==> src/rtl/ctrl_demux_l2.sv <==
// Sequencer for the level-2 1:2 demux: round-robin lane selection with
// almost-full lane skipping, upstream stall request and per-lane word counters.
module ctrl_demux_l2 #(
  parameter int CNT_W = 8
) (
  input  logic             clk,
  input  logic             reset,
  input  logic             enable,
  input  logic             validEntrada,
  input  logic             almostFull0,
  input  logic             almostFull1,
  output logic             selector,
  output logic             pausa,
  output logic [CNT_W-1:0] cuenta0,
  output logic [CNT_W-1:0] cuenta1,
  output logic [1:0]       estado
);

  typedef enum logic [1:0] {
    IDLE   = 2'b00,
    ACTIVE = 2'b01,
    PAUSE  = 2'b10,
    UNUSED = 2'b11
  } state_t;

  state_t           state_r;
  state_t           state_nxt_s;
  logic             sel_r;
  logic             sel_nxt_s;
  logic             pausa_r;
  logic [CNT_W-1:0] cnt0_r;
  logic [CNT_W-1:0] cnt1_r;
  logic [1:0]       af_s;
  logic             routed_s;
  logic             pref_s;

  assign af_s     = {almostFull1, almostFull0};
  assign routed_s = (state_r == ACTIVE) && validEntrada;
  // After a routed word the other lane is preferred; otherwise stay put.
  assign pref_s   = routed_s ? ~sel_r : sel_r;

  // Next-state and next-lane decision.
  always_comb begin
    state_nxt_s = state_r;
    sel_nxt_s   = sel_r;
    if (!enable) begin
      state_nxt_s = IDLE;
    end else begin
      case (state_r)
        IDLE: begin
          state_nxt_s = ACTIVE;
          if (!af_s[sel_r]) begin
            sel_nxt_s = sel_r;
          end else if (!af_s[~sel_r]) begin
            sel_nxt_s = ~sel_r;
          end else begin
            sel_nxt_s = sel_r;
          end
        end
        ACTIVE: begin
          if (!af_s[pref_s]) begin
            sel_nxt_s = pref_s;
          end else if (!af_s[~pref_s]) begin
            sel_nxt_s = ~pref_s;
          end else begin
            sel_nxt_s   = sel_r;
            state_nxt_s = PAUSE;
          end
        end
        PAUSE: begin
          if (!af_s[0] || !af_s[1]) begin
            state_nxt_s = ACTIVE;
            sel_nxt_s   = af_s[sel_r] ? ~sel_r : sel_r;
          end else begin
            state_nxt_s = PAUSE;
          end
        end
        default: begin
          state_nxt_s = IDLE;
        end
      endcase
    end
  end

  // State, lane and stall registers.
  always_ff @(posedge clk) begin
    if (reset) begin
      state_r <= IDLE;
      sel_r   <= 1'b0;
      pausa_r <= 1'b1;
    end else begin
      state_r <= state_nxt_s;
      sel_r   <= sel_nxt_s;
      pausa_r <= (state_nxt_s != ACTIVE);
    end
  end

  // Per-lane routed-word counters; wrap silently, cleared only by reset.
  always_ff @(posedge clk) begin
    if (reset) begin
      cnt0_r <= '0;
      cnt1_r <= '0;
    end else if (routed_s && !sel_r) begin
      cnt0_r <= cnt0_r + CNT_W'(1);
    end else if (routed_s && sel_r) begin
      cnt1_r <= cnt1_r + CNT_W'(1);
    end else begin
      cnt0_r <= cnt0_r;
      cnt1_r <= cnt1_r;
    end
  end

  assign selector = sel_r;
  assign pausa    = pausa_r;
  assign cuenta0  = cnt0_r;
  assign cuenta1  = cnt1_r;
  assign estado   = state_r;

endmodule

==> config.mk <==
export PLATFORM = sky130hd
export DESIGN_NAME = ctrl_demux_l2
export DESIGN_NICKNAME = d
export VERILOG_FILES = /design/src/rtl/ctrl_demux_l2.sv
export SDC_FILE = /design/constraint.sdc
export NUM_CORES = 1
export LEC_CHECK = 0
export CORE_MARGIN = 3
export CORE_UTILIZATION = 35
export CTS_CLUSTER_DIAMETER = 150
export DETAILED_ROUTE_END_ITERATION = 8
export SETUP_SLACK_MARGIN = 0.4
export SYNTH_ARGS = -nofsm -noshare
export SYNTH_HDL_FRONTEND = slang
export SYNTH_SLANG_ARGS = --single-unit
==> constraint.sdc <==
create_clock -name clk -period 3.5 [get_ports clk]
set_input_delay 0.35 -clock clk [delete_from_list [all_inputs] [get_ports clk]]
set_output_delay 0.35 -clock clk [all_outputs]
set_load 0.01 [all_outputs]
* Word-level counts from Yosys, hierarchy flattened
Cells that the tools add are included.
** Operators by class
- $add $sub $neg :: 2
- $lt $le $gt $ge :: 4
- Equality and inequality tests :: 8
- Muxes and demuxes :: 21
- Bitwise operators :: 3
- Reduce and logical (&&, ||, !) cells :: 11
** Operator list (count)
- adder 8 x 1 -> 8 bit, second input constant :: 2
- 2-to-1 mux 1 bit :: 15
- less-than comparator 1 x 2 -> 1 bit, second input constant :: 4
- 2-to-1 mux 2 bit :: 4
- != test 2 bit, second input constant :: 4
- AND reduction 7 bit :: 1
- case mux 2 bit (3 select lines) :: 1
- logical AND 1 bit :: 3
- zero test 1 bit :: 3
- != test 3 bit, second input constant :: 1
- NOT 1 bit :: 3
- case mux 1 bit (3 select lines) :: 1
- nonzero test 3 bit :: 1
- == test 2 x 1 -> 1 bit, second input constant :: 1
- == test 2 bit, second input constant :: 1
- zero test 2 bit :: 1
- != test 2 x 1 -> 1 bit, second input constant :: 1
- AND reduction 2 bit :: 1
- logical OR 1 bit :: 1
** Word-level totals
- Flip-flop bits (word level) :: 20
- Input bits :: 6
- Output and inout port bits :: 20
- Word-level logic and storage cells :: 54

* Logic depth before layout (Yosys ltp)
- Depth in word-level cells :: 11
- Gate-level depth with buffers :: 8

* Worst setup path after synthesis
Ideal clock, no wire load.
- Kind :: reg-to-reg
- From :: reg state_r[0] (netlist: estado[0])
- To :: reg cnt1_r[6] (netlist: cuenta1[6])
- Library setup time :: 0.070 ns
- Data arrival time :: 1.584 ns
- Data required time :: 3.430 ns
- Setup slack :: 1.846 ns
- Stages on the path, launching flop included :: 8
- Buffers on the path :: 1
- Path through :: dfxtp_1 nand2b_1 nor2_1 ha_1 buf_2 nand4_1 or3_1 a21oi_1
** On the way
- Longest elaborated chain between the ends :: 5
** Ends and longest elaborated chain
- start: declaration :: RTL line 26 : state_t state_r;
- start signal: assignment :: RTL line 92 : state_r <= state_nxt_s;
- == test 2 x 1 -> 1 bit (*) :: RTL line 38 : assign routed_s = (state_r == ACTIVE) && validEntrada;
- logical AND 1 bit (*) :: RTL line 38
- logical AND 1 bit :: RTL line 103 : end else if (routed_s && !sel_r) begin
- NOT 1 bit (no line)
- AND reduction 2 bit (no line) (*)
- end signal: assignment :: RTL line 106 : cnt1_r <= cnt1_r + CNT_W'(1);
- end signal: assignment :: RTL line 109 : cnt1_r <= cnt1_r;
- end: declaration :: RTL line 32 : logic [CNT_W-1:0] cnt1_r;
Every way passes the cells marked *; elsewhere a longest branch is shown, timed or not.
A chain may end at the register's enable or synchronous reset.

* Worst setup path after layout
- From :: reg state_r[1] (netlist: estado[1])
- To :: reg cnt1_r[6] (netlist: cuenta1[6])
The elaborated chain is that of the path after synthesis.

==> results.cfg <==
[yosys]
ys_types = 23
synth_cells = 98
synth_seq_area_share_pct = 45.9
ys.warnings.count = 0
syn_area_um2 = 872
synth_seq_cells = 20
avgSynthCellArea_um2 = 8.90
synth_fp_nets = 108

[grt]
overflow = 0
use_met1_pct = 16.2
antenna_found_initial = 0
top_usage_layer = met2
grtUsageMet3_pct = 5.57
met2_usage_pct = 17.2
grt_pass1_wl_um = 3090
grt_max_degree = 19
grt_pass1_vias = 697
track_usage_pct = 12.6

[drt]
via_per_inst = 4.81
drt.antenna.violating_nets = 0
drc = 0
drt_first_pass_iters = 3
wl_per_cell_um = 11.6
num_vias = 731
drt-initial-drc-count = 4
wirelength_um = 1760

[clock_network]
numCtsBuffers = 3
cts_tree = built
cts_buffer_depth = 2
h-tree-depth = 1
cts_resized = 0
cts_setup_buffers = 0
cts.sinks = 20
clock_latency_ns = 0.32
cts_root_buf = clkbuf_4
clk_pin_slew_ns = 0.13
cts_hold_buf = 0

[worst_setup_path]
rr_worst_depth = 6
regToRegEndpoint = cuenta1[6]
cp_max_fo = 6
path_class = register to register
arrival_ns = 2.09
crit_required_ns = 3.74
r2r_setup_slack_ns = 1.65
critPathLaunchType = register
r2r_start = estado[1]
crit_path_end_kind = register

[floorplanning]
die_area_mm2 = 0.00313
io_pins = 26
fp.dieW_um = 55.9
die_h_um = 55.9
initial_core_util_pct = 38.0
core_area_mm2 = 0.00230
rows = 17

[min_path]
hold_path.startpoint = cuenta0[6]
hold_end = cuenta0[6]
hp-class = register to register
holdPathStages = 2

[flow_run]
drv_cap = 0

[cells_and_area]
n_antenna_cell = 0
drive_gt1_share_pct = 4.03
nNetsFinal = 135
area_growth_pct = 37.3
instances_no_fill = 152
fill_cells = 236
area.sequential_um2 = 400
multi_input_comb_area_um2 = 448

[timing]
final-hold-violation-count = 0
skew_ns = 0.0113
drv_slew = 0
setup_tns_ns = 0
finalSetupViolations = 0
timing.final.crit_share_pct = 52.9
hold_slack_ns = 0.519
fmax_ghz = 0.540
worst_pin_slew_ns = 0.636
slew_headroom_pct = 57.4
rsz0062_at_grt = no
fin_crit_ns = 1.85

[status]
status = finished, final reports clean

[power]
powerDensity_mw_per_mm2 = 387
ir_drop_mv = 0.207
p_leak_uw = 0.000434

[place]
place_hpwl_um = 1280
place.port_buffers = 25
place_inst = 148
gp_congestion = 0.707
## power breakdown
| part | switching (uW) | internal, uW |
|---|---|---|
| sequential | 4.44 | 231 |
| clock | 78.8 | 116 |
| combinational | 15.2 | 18.5 |
## per-layer routing
layer	vias to the layer above	wire [um]
met2	18	735
met3	5	139
met4	0	51
met1	324	830
met5	-	0
li1	384	-
## flip-flops by register name (all words and copies together), names as in the netlist
register  flops
selector      1
pausa         1
estado        2
cuenta1       8
cuenta0       8
## how the worst max path moves through the flow
stage | endpoint | slack, ns | from | cells past startpoint
finish | cuenta1[6] | 1.65 | estado[1] | 6
CTS | cuenta1[6] | 1.63 | estado[0] | 6
floorplan | cuenta1[6] | 1.85 | estado[0] | 7
detailed placement | cuenta1[6] | 1.39 | validEntrada | 7
global route | cuenta1[6] | 1.48 | estado[0] | 6
global placement | cuenta1[6] | 1.43 | validEntrada | 7
## final cells by class
class                           instances  area share [%]
Sequential cell                        20            33.4
Multi-Input combinational cell         72            37.4
Clock buffer                            3            1.88
Clock inverter                          1            2.51
Tap cell                               28            2.93
Timing Repair Buffer                   25            20.9
Inverter                                3           0.940
## cells in the final DEF (no fill, tap or decap)
master / instances
or3_1: 4
nand2b_1: 4
a21oi_1: 7
mux2_1: 1
inv_1: 3
mux2i_1: 2
xnor2_1: 4
o211ai_1: 1
nor3_1: 2
nand4_2: 1
nand2_1: 8
nand4_1: 3
o21ai_0: 5
clkbuf_4: 3
nor2_1: 14
ha_1: 4
clkdlybuf4s50_1: 25
nand3_1: 3
a22oi_1: 1
nor2b_1: 1
bufinv_16: 1
a211o_1: 1
xor2_1: 6
dfxtp_1: 20
## Yosys cell counts
| cell type | count | area [um2] |
|---|---|---|
| a211o_1 | 1 | 8.76 |
| a21oi_1 | 7 | 35.0 |
| a22oi_1 | 1 | 7.51 |
| buf_2 | 1 | 5.00 |
| clkbuf_1 | 2 | 7.51 |
| dfxtp_1 | 20 | 400 |
| ha_1 | 4 | 50.1 |
| inv_1 | 3 | 11.3 |
| mux2_1 | 1 | 11.3 |
| mux2i_1 | 2 | 20.0 |
| nand2_1 | 8 | 30.0 |
| nand2b_1 | 4 | 25.0 |
| nand3_1 | 3 | 15.0 |
| nand4_1 | 3 | 18.8 |
| nand4_2 | 1 | 12.5 |
| nor2_1 | 14 | 52.6 |
| nor2b_1 | 1 | 6.26 |
| nor3_1 | 2 | 10.0 |
| o211ai_1 | 1 | 7.51 |
| o21ai_0 | 5 | 25.0 |
| or3_1 | 4 | 25.0 |
| xnor2_1 | 4 | 35.0 |
| xor2_1 | 6 | 52.6 |
## cells by family (layout without fill, tap and decap cells)
| group | after synthesis | in the layout | share of synthesized area, % |
|---|---|---|---|
| DFF | 20 | 20 | 45.9 |
| muxes | 3 | 3 | 3.59 |
| xor gates and xnor gates | 10 | 10 | 10.0 |
| and+or+nand+nor | 40 | 40 | 22.4 |
| adders and majority gates | 4 | 4 | 5.74 |
| buffers and inverters | 6 | 32 | 2.73 |
| AOI/OAI and AO/OA | 15 | 15 | 9.61 |
## through the flow
stage	util (%)	cell area [um2]	total power [uW]	setup WS [ns]
final	52.1	1200	464	1.65
after global routing	52.1	1200	487	1.48
after CTS	52.1	1200	473	1.63
after detailed placement	49.8	1140	275	1.39
after global placement	49.8	1140	274	1.43
after floorplan	-	872	258	1.85
## worst max-delay path, cell delays in order, from the launching register on
cell and delay (ns):
dfxtp_1 0.37, nand2b_1 0.22, nor2_1 0.16, ha_1 0.31, nand4_1 0.21, or3_1 0.38
a21oi_1 0.13
(Power assumes the default switching activity.)
